<file path="src/rtl/bip2_pkg.sv">
// Shared encodings for the BIP2 control path: opcodes, sequencer states and
// the datapath mux/ALU select values driven by the sequencer.
package bip2_pkg;

   typedef enum logic [4:0] {
      OpHlt  = 5'd0,
      OpSto  = 5'd1,
      OpLd   = 5'd2,
      OpLdi  = 5'd3,
      OpAdd  = 5'd4,
      OpAddi = 5'd5,
      OpSub  = 5'd6,
      OpSubi = 5'd7,
      OpBeq  = 5'd8,
      OpBne  = 5'd9,
      OpBgt  = 5'd10,
      OpBge  = 5'd11,
      OpBlt  = 5'd12,
      OpBle  = 5'd13,
      OpJmp  = 5'd14
   } opcode_e;

   // StResume is the single PC-advance cycle between HALT and FETCH.
   typedef enum logic [2:0] {
      StReset,
      StFetch,
      StDecode,
      StExecute,
      StDmem,
      StHalt,
      StResume
   } state_e;

   localparam logic [1:0] SelAAlu     = 2'd0;
   localparam logic [1:0] SelAOperand = 2'd1;
   localparam logic [1:0] SelAMem     = 2'd2;

   localparam logic SelBMem     = 1'b0;
   localparam logic SelBOperand = 1'b1;

   localparam logic AluAdd = 1'b0;
   localparam logic AluSub = 1'b1;

   function automatic logic is_mem_op(input logic [4:0] op);
      logic mem;
      case (op)
         OpLd, OpSto, OpAdd, OpSub: mem = 1'b1;
         default:                   mem = 1'b0;
      endcase
      return mem;
   endfunction

endpackage

</file>
<file path="src/rtl/branch_condition.sv">
// Combinational branch resolution: decides whether the PC loads the operand
// for the given opcode and the registered Z/N flags.
module branch_condition
   import bip2_pkg::*;
(
   input  logic [4:0] opcode_i,
   input  logic       z_i,
   input  logic       n_i,
   output logic       take_o
);

   always_comb begin
      take_o = 1'b0;
      case (opcode_i)
         OpBeq:   take_o = z_i;
         OpBne:   take_o = ~z_i;
         OpBgt:   take_o = ~z_i & ~n_i;
         OpBge:   take_o = ~n_i;
         OpBlt:   take_o = n_i;
         OpBle:   take_o = n_i | z_i;
         OpJmp:   take_o = 1'b1;
         default: take_o = 1'b0;
      endcase
   end

endmodule

</file>
<file path="src/rtl/instruction_sequencer.sv">
// Multi-cycle fetch/decode/execute controller for BIP2 with memory wait-state
// handshakes, halt/resume and a retired-instruction counter.
module instruction_sequencer
   import bip2_pkg::*;
#(
   parameter int unsigned OPCODE_WIDTH = 5,
   parameter int unsigned COUNT_WIDTH  = 16
) (
   input  logic                    clock_in,
   input  logic                    reset_in,
   input  logic [OPCODE_WIDTH-1:0] opcode_in,
   input  logic                    status_Z_in,
   input  logic                    status_N_in,
   input  logic                    imem_ready_in,
   input  logic                    dmem_ready_in,
   input  logic                    run_in,
   output logic                    imem_req_out,
   output logic                    dmem_req_out,
   output logic                    ir_wr_out,
   output logic                    pc_wr_out,
   output logic                    acc_wr_out,
   output logic                    status_wr_out,
   output logic                    data_memory_wr_out,
   output logic                    ir_reset_out,
   output logic                    pc_reset_out,
   output logic                    acc_reset_out,
   output logic                    status_reset_out,
   output logic                    branch_out,
   output logic [1:0]              sel_A_out,
   output logic                    sel_B_out,
   output logic                    alu_op_out,
   output logic                    halted_out,
   output logic [COUNT_WIDTH-1:0]  retired_count_out
);

   state_e                 state_q, state_d;
   logic [COUNT_WIDTH-1:0] count_q, count_d;
   logic [4:0]             op;
   logic                   take;
   logic                   retire;

   // The IR only changes in FETCH, so the opcode is stable from DECODE onward.
   assign op = 5'(opcode_in);

   branch_condition u_branch_condition (
      .opcode_i (op),
      .z_i      (status_Z_in),
      .n_i      (status_N_in),
      .take_o   (take)
   );

   always_ff @(posedge clock_in) begin
      if (reset_in) begin
         state_q <= StReset;
      end else begin
         state_q <= state_d;
      end
   end

   always_comb begin
      state_d = state_q;
      case (state_q)
         StReset:   state_d = StFetch;
         StFetch:   if (imem_ready_in) state_d = StDecode;
         StDecode: begin
            if (op == OpHlt) begin
               state_d = StHalt;
            end else if (is_mem_op(op)) begin
               state_d = StDmem;
            end else begin
               state_d = StExecute;
            end
         end
         StExecute: state_d = StFetch;
         StDmem:    if (dmem_ready_in) state_d = StFetch;
         StHalt:    if (run_in) state_d = StResume;
         StResume:  state_d = StFetch;
         default:   state_d = StReset;
      endcase
   end

   always_comb begin
      imem_req_out       = 1'b0;
      dmem_req_out       = 1'b0;
      ir_wr_out          = 1'b0;
      pc_wr_out          = 1'b0;
      acc_wr_out         = 1'b0;
      status_wr_out      = 1'b0;
      data_memory_wr_out = 1'b0;
      ir_reset_out       = 1'b0;
      pc_reset_out       = 1'b0;
      acc_reset_out      = 1'b0;
      status_reset_out   = 1'b0;
      branch_out         = 1'b0;
      sel_A_out          = SelAAlu;
      sel_B_out          = SelBMem;
      alu_op_out         = AluAdd;
      halted_out         = 1'b0;
      case (state_q)
         StReset: begin
            ir_reset_out     = 1'b1;
            pc_reset_out     = 1'b1;
            acc_reset_out    = 1'b1;
            status_reset_out = 1'b1;
         end
         StFetch: begin
            imem_req_out = 1'b1;
            ir_wr_out    = imem_ready_in;
         end
         StDmem: begin
            dmem_req_out       = 1'b1;
            data_memory_wr_out = (op == OpSto);
            if (dmem_ready_in) begin
               pc_wr_out = 1'b1;
               case (op)
                  OpLd: begin
                     acc_wr_out = 1'b1;
                     sel_A_out  = SelAMem;
                  end
                  OpAdd, OpSub: begin
                     acc_wr_out    = 1'b1;
                     status_wr_out = 1'b1;
                     sel_A_out     = SelAAlu;
                     sel_B_out     = SelBMem;
                     alu_op_out    = (op == OpSub) ? AluSub : AluAdd;
                  end
                  default: ;
               endcase
            end
         end
         StExecute: begin
            pc_wr_out  = 1'b1;
            branch_out = take;
            case (op)
               OpLdi: begin
                  acc_wr_out = 1'b1;
                  sel_A_out  = SelAOperand;
               end
               OpAddi, OpSubi: begin
                  acc_wr_out    = 1'b1;
                  status_wr_out = 1'b1;
                  sel_A_out     = SelAAlu;
                  sel_B_out     = SelBOperand;
                  alu_op_out    = (op == OpSubi) ? AluSub : AluAdd;
               end
               default: ;
            endcase
         end
         StHalt:   halted_out = 1'b1;
         StResume: pc_wr_out  = 1'b1;
         default: ;
      endcase
   end

   // An instruction retires on its last cycle; HLT retires as HALT is entered.
   assign retire = (state_q == StExecute)
                 | ((state_q == StDmem) & dmem_ready_in)
                 | ((state_q == StDecode) & (op == OpHlt));

   assign count_d = retire ? count_q + 1'b1 : count_q;

   always_ff @(posedge clock_in) begin
      if (reset_in) begin
         count_q <= '0;
      end else begin
         count_q <= count_d;
      end
   end

   assign retired_count_out = count_q;

endmodule

</file>
<file path="config.mk">
export PLATFORM = sky130hd
export DESIGN_NAME = instruction_sequencer
export DESIGN_NICKNAME = d
export VERILOG_FILES = /design/src/rtl/bip2_pkg.sv /design/src/rtl/branch_condition.sv /design/src/rtl/instruction_sequencer.sv
export SDC_FILE = /design/constraint.sdc
export NUM_CORES = 1
export LEC_CHECK = 0
export ABC_AREA = 0
export ABC_CLOCK_PERIOD_IN_PS = 2250
export CAP_MARGIN = 20
export CORE_UTILIZATION = 39
export CTS_CLUSTER_SIZE = 24
export DETAILED_ROUTE_END_ITERATION = 10
export MAX_ROUTING_LAYER = met4
export PLACE_DENSITY_LB_ADDON = 0.12
export SYNTH_ARGS = -nofsm -noshare
export SYNTH_HDL_FRONTEND = slang
export SYNTH_SLANG_ARGS = --single-unit
</file>
<file path="constraint.sdc">
create_clock -name clock_in -period 2.25 [get_ports clock_in]
set_clock_uncertainty 0.05 [all_clocks]
set_input_delay 0.225 -clock clock_in [delete_from_list [all_inputs] [get_ports clock_in]]
set_output_delay 0.225 -clock clock_in [all_outputs]
set_load 0.01 [all_outputs]
</file>
==> results.json, run 1 <==
{
  "fin_crit_sh_pct": 97.1,
  "cts.sinks": 19,
  "ys_types": 42,
  "netlist_area_mm2": 0.00127,
  "critPathMaxStageDelay_ns": 0.56,
  "ioPinCount": 45,
  "die-area_mm2": 0.00348,
  "synth_edf_count": 0,
  "max-vdd-ir-drop_v": 0.000257,
  "fin_hold_ws_ns": 0.480,
  "grt_use_total_pct": 21.0,
  "critPathMostFrequentCell": "clkdlybuf4s50_1",
  "max_cap_viol_count": 0,
  "r2r_slack_ns": 0.30,
  "crit_arrival_ns": 1.91,
  "status": "complete, no violations",
  "io_buffers": 44,
  "wirelength_mm": 3.21,
  "p_total_uw": 645,
  "start_util_pct": 41.2,
  "reg2reg_to": "retired_count_out[15]$_SDFFE_PP0P_",
  "drt_iter0_markers": 37,
  "r2r-start": "retired_count_out[3]$_SDFFE_PP0P_",
  "core_area_mm2": 0.00308,
  "clkLatencyLatePin_ns": 0.30,
  "final_cell_mix": "38 x clkdlybuf4s50_1, 20 x nor2_1, 18 x dfxtp_1",
  "synth.avg_cell_area_um2": 8.39,
  "rr_worst_depth": 5,
  "power_leakage_uw": 0.000664,
  "critPathKind": "input pin to output pin",
  "worst_slack_ns": 0.0644,
  "clockRootBuffer": "clkbuf_4",
  "drive_gt1_share_pct": 15.2,
  "drv_slew": 0,
  "setup_viol": 0,
  "yosys_most_used_dff": "dfxtp_1",
  "synth-warning-count": 0,
  "holdBufCountCts": 0,
  "critPathLaunch": "opcode_in[2]",
  "critPathSlowestCell": "clkdlybuf4s50_1",
  "synthArstFlopShare_pct": 0,
  "worst_pin_slew_ns": 0.527,
  "slew_headroom_pct": 64.6,
  "cp.required_ns": 1.98,
  "path_max_fanout": 8,
  "dr.pass1.iters": 4,
  "ant_nets": 0,
  "drc_errors": 0,
  "cp.depth": 4,
  "wl_per_cell_um": 13.3,
  "critPathCaptureType": "output pin",
  "fmax_mhz": 458,
  "p_per_area_mw_per_mm2": 358,
  "cts_tree": "done",
  "place_ws_ns": -0.000943,
  "rsz0062_at_grt": "false",
  "ys_ff_latch": 19,
  "overflow": 0,
  "numCtsBuffers": 3,
  "crit_family": "buffers and inverters",
  "layout_commonest_cell": "clkdlybuf4s50_1",
  "die_w_um": 59.0,
  "crit_buf_inv": 2,
  "fin_tns_setup_ns": 0,
  "clockBufferDepth": 2,
  "grt_pass1_wl_mm": 5.49,
  "area_growth_pct": 42.2,
  "dpl.hpwl_mm": 2.43,
  "grt_max_degree": 16,
  "critPathCapture": "data_memory_wr_out",
  "h-tree-depth": 1,
  "hold_path.class": "input pin to flip-flop",
  "fin_nets": 211,
  "diodes": 0,
  "netlist_instances": 151,
  "antenna_found_initial": 0,
  "grt_pass1_vias": 1222,
  "gp_congestion": 0.744,
  "rows": 20,
  "die_y_um": 59.0,
  "critPathLaunchType": "input pin",
  "clk_pin_slew_worst_paths_ns": 0.11,
  "ys_seq_area_share_pct": 30.0,
  "syn-num-nets": 164,
  "crit_chain": "clkdlybuf4s50_1 -> nor4_4 -> and3_1 -> clkdlybuf4s50_1",
  "num_vias": 1254,
  "finalHoldViolations": 0,
  "min_period_ns": 2.19,
  "viasPerCell": 5.20
}
-- tightest hold or removal path: stages --
cell,delay [ns]
dlymetal6s2s_1,0.22
o21ai_0,0.17
nand2_1,0.07
nand2_1,0.06
a21oi_1,0.05
-- what timing repair did --
item                       CTS  global route
setup endpoints to repair    3             4
setup buffers                1             0
resized for setup            5             6
pin swaps                    1             1
-- layout make-up --
cell class              instances  area (um^2)
fillers                       305         1280
multi-input cells             118          808
repair buffers                 54          523
flip-flops and latches         19          382
well taps                      44         55.1
clock buffers                   4         26.3
inverters                       2         7.51
-- synthesized netlist by cell type (all sizes together), types with 2 or more instances --
library cell  count  area [um^2]
clkbuf            4         15.0
buf               8         61.3
inv               2         7.51
nor2             20         75.1
and2              2         12.5
nand2            18         75.1
nand3b            2         15.0
nor4              2         27.5
o21ai             7         35.0
nor3              3         15.0
a21oi            13         76.3
xnor2            14          123
nand2b            3         18.8
nand4             3         33.8
and3              2         12.5
a2111oi           4         60.1
nor3b             3         38.8
nand3             5         25.0
a211oi            4         45.1
dfxtp            19          380
-- metal layers --
metal	up-vias	GRT usage, %	wire length [um]
met1	596	24.8	1340
met4	0	7.82	40
met3	4	2.18	165
met2	33	36.9	1660
li1	621	-	-
met5	-	-	0
-- state kept, by name, summed over array words and instances (netlist names) --
name and count:
retired_count_out 16, state_q 3
-- power by group --
group	switching [uW]	internal, uW	total [uW]	leakage [uW]
Clock	108	69.2	177	0.0000150
Combinational	61.5	63.1	125	0.000495
Sequential	3.01	340	343	0.000154
-- cell families (layout without fill, tap and decap cells) --
kind of cell | Yosys count | after routing | share of synthesized area (%)
AND/OR/NAND/NOR | 68 | 68 | 30.9
adder cells (fa/ha/maj) | 1 | 1 | 0.987
XOR/XNOR | 15 | 15 | 10.4
buffers and inverters | 14 | 60 | 6.61
flip-flops | 19 | 19 | 30.0
AO/OA/AOI/OAI | 34 | 34 | 21.1
-- through the flow --
| step | instance area, um^2 | util, % | std cells |
|---|---|---|---|
| after floorplan | 1270 | - | 151 |
| after global placement | 1750 | 57.0 | 236 |
| after detailed placement | 1750 | 57.0 | 236 |
| after CTS | 1790 | 58.2 | 241 |
| after global routing | 1800 | 58.5 | 241 |
| final | 1800 | 58.5 | 241 |
-- worst min path at each step --
| stage | from | endpoint | slack, ns | cells after the start |
|---|---|---|---|---|
| 2_1_floorplan | run_in | state_q[1]$_SDFFE_PP0P_ | 0.37 | 2 |
| 3_3_place_gp | retired_count_out[1]$_SDFFE_PP0P_ | retired_count_out[1]$_SDFFE_PP0P_ | 0.45 | 2 |
| 3_5_place_dp | retired_count_out[1]$_SDFFE_PP0P_ | retired_count_out[1]$_SDFFE_PP0P_ | 0.46 | 2 |
| 4_1_cts | retired_count_out[1]$_SDFFE_PP0P_ | retired_count_out[1]$_SDFFE_PP0P_ | 0.48 | 2 |
| 5_1_grt | retired_count_out[1]$_SDFFE_PP0P_ | retired_count_out[1]$_SDFFE_PP0P_ | 0.50 | 2 |
| 6_report | opcode_in[0] | state_q[1]$_SDFFE_PP0P_ | 0.48 | 5 |
Power figures use the tool's default switching activity.
==> run 2: changes to the inputs <==
--- a/config.mk
+++ b/config.mk
@@ -13,6 +13,7 @@
 export DETAILED_ROUTE_END_ITERATION = 10
 export MAX_ROUTING_LAYER = met4
 export PLACE_DENSITY_LB_ADDON = 0.12
+export RECOVER_POWER = 100
 export SYNTH_ARGS = -nofsm -noshare
 export SYNTH_HDL_FRONTEND = slang
 export SYNTH_SLANG_ARGS = --single-unit
==> results.json, run 2 (synthesis results as in run 1) <==
{
  "critPathCaptureType": "output pin",
  "grt_pass1_wl_mm": 5.49,
  "worst_slack_ns": 0.0924,
  "clockBufferDepth": 2,
  "slew_headroom_pct": 59.2,
  "h-tree-depth": 1,
  "drv_slew": 0,
  "grt_pass1_vias": 1222,
  "drc_errors": 0,
  "core_area_mm2": 0.00308,
  "hp-start": "retired_count_out[1]$_SDFFE_PP0P_",
  "layout_commonest_cell": "dlygate4sd3_1",
  "gp_congestion": 0.744,
  "status": "complete, no violations",
  "die_w_um": 59.0,
  "place_ws_ns": -0.000943,
  "hold_path.class": "flip-flop to flip-flop",
  "crit_arrival_ns": 1.88,
  "diodes": 0,
  "power_leakage_uw": 0.000688,
  "dpl.hpwl_mm": 2.43,
  "hold_end": "retired_count_out[1]$_SDFFE_PP0P_",
  "critPathLaunchType": "flip-flop",
  "dpl_cell_area_mm2": 0.00175,
  "dr.pass1.iters": 4,
  "clk_pin_slew_worst_paths_ns": 0.11,
  "drive_gt1_share_pct": 11.7,
  "holdBufCountCts": 0,
  "die-area_mm2": 0.00348,
  "viasPerCell": 5.22,
  "final_area_mm2": 0.00174,
  "ioPinCount": 45,
  "worst_pin_slew_ns": 0.597,
  "io_buffers": 44,
  "max_cap_viol_count": 0,
  "nFillCells": 315,
  "rows": 20,
  "r2r-start": "state_q[1]$_SDFFE_PP0P_",
  "rsz0062_at_grt": "false",
  "antenna_found_initial": 0,
  "fin_crit_sh_pct": 95.9,
  "setup_viol": 0,
  "drt_iter0_markers": 39,
  "cts.sinks": 19,
  "instances_no_fill": 241,
  "r2r_slack_ns": 0.26,
  "final_cell_mix": "26 x dlygate4sd3_1, 20 x nor2_1, 18 x dfxtp_1",
  "cp.required_ns": 1.98,
  "area_growth_pct": 37.4,
  "critPathKind": "flip-flop to output pin",
  "rr_worst_depth": 7,
  "ant_nets": 0,
  "grt_use_total_pct": 21.0,
  "start_util_pct": 41.2,
  "overflow": 0,
  "grt_max_degree": 16,
  "num_vias": 1258,
  "largest_reg_flops": 16,
  "fin_nets": 211,
  "max-vdd-ir-drop_v": 0.000260,
  "fmax_mhz": 463,
  "wl_per_cell_um": 13.4,
  "die_y_um": 59.0,
  "p_per_area_mw_per_mm2": 366,
  "reg2reg_to": "retired_count_out[14]$_SDFFE_PP0P_",
  "clkLatencyLatePin_ns": 0.30,
  "numCtsBuffers": 3,
  "path_max_fanout": 10,
  "placed_cells": 236,
  "clockRootBuffer": "clkbuf_4",
  "wirelength_mm": 3.23,
  "cts_tree": "done",
  "holdPathStages": 2,
  "finalHoldViolations": 0,
  "min_period_ns": 2.16
}
## run 2: cell types whose count changed in the layout (fill, tap and decap cells not counted), moves of 2 or more
cell and change:
dlymetal6s2s_1 -2, dlygate4sd3_1 +26, a2111oi_2 -3, a211oi_2 -2
a211oi_1 +2, a2111oi_0 +3, clkbuf_1 +3, clkdlybuf4s50_1 -26
## run 2: how the worst max path moves through the flow
| stage | cells after the start | from | slack (ns) | end |
|---|---|---|---|---|
| 2_1_floorplan | 5 | state_q[1]$_SDFFE_PP0P_ | 0.55 | alu_op_out |
| 6_report | 5 | state_q[1]$_SDFFE_PP0P_ | 0.09 | status_wr_out |
| 4_1_cts | 5 | opcode_in[0] | 0.002 | branch_out |
| 3_3_place_gp | 6 | opcode_in[1] | 0.05 | branch_out |
| 5_1_grt | 5 | state_q[1]$_SDFFE_PP0P_ | 0.008 | status_wr_out |
| 3_5_place_dp | 6 | opcode_in[1] | -0.0009 | branch_out |
## run 2: worst max-delay path, stage by stage (launching register included)
cell	delay, ns
dfxtp_1	0.32
buf_4	0.17
nor3b_4	0.21
nand3b_1	0.15
a21oi_2	0.18
clkdlybuf4s50_1	0.55
## run 2: final cells by class
type | count | area, um^2 | area share, %
Multi-Input combinational cell | 118 | 769 | 44.2
Timing Repair Buffer | 54 | 502 | 28.8
Sequential cell | 19 | 382 | 21.9
Tap cell | 44 | 55.1 | 3.16
Clock buffer | 4 | 26.3 | 1.51
Inverter | 2 | 7.51 | 0.431
## run 2: power by group
group          internal [uW]  total, uW  switching, uW
registers                340        343           2.99
clock network           69.2        178            109
logic                   57.0        117           59.8
total                    466        638            172
## run 2: layer usage
metal | part of all wire, % | global-route usage (%)
met2 | 52 | 36.9
met5 | 0 | -
met3 | 4.6 | 2.18
met4 | 1.3 | 7.82
met1 | 42 | 24.8
## run 2: metrics by stage
| step | TNS, ns | hold slack [ns] | total power (uW) | utilization, % |
|---|---|---|---|---|
| after floorplan | 0 | 0.369 | 416 | - |
| after global placement | 0 | 0.451 | 472 | 57.0 |
| after detailed placement | -0.000943 | 0.460 | 475 | 57.0 |
| after CTS | 0 | 0.480 | 653 | 58.2 |
| after global routing | 0 | 0.501 | 669 | 56.6 |
| final | 0 | 0.475 | 638 | 56.6 |
## run 2: timing repair
action,4_1_cts,5_1_grt
buffers inserted,1,0
resized for setup,5,6
pin swaps,1,1
setup endpoints to repair,3,4
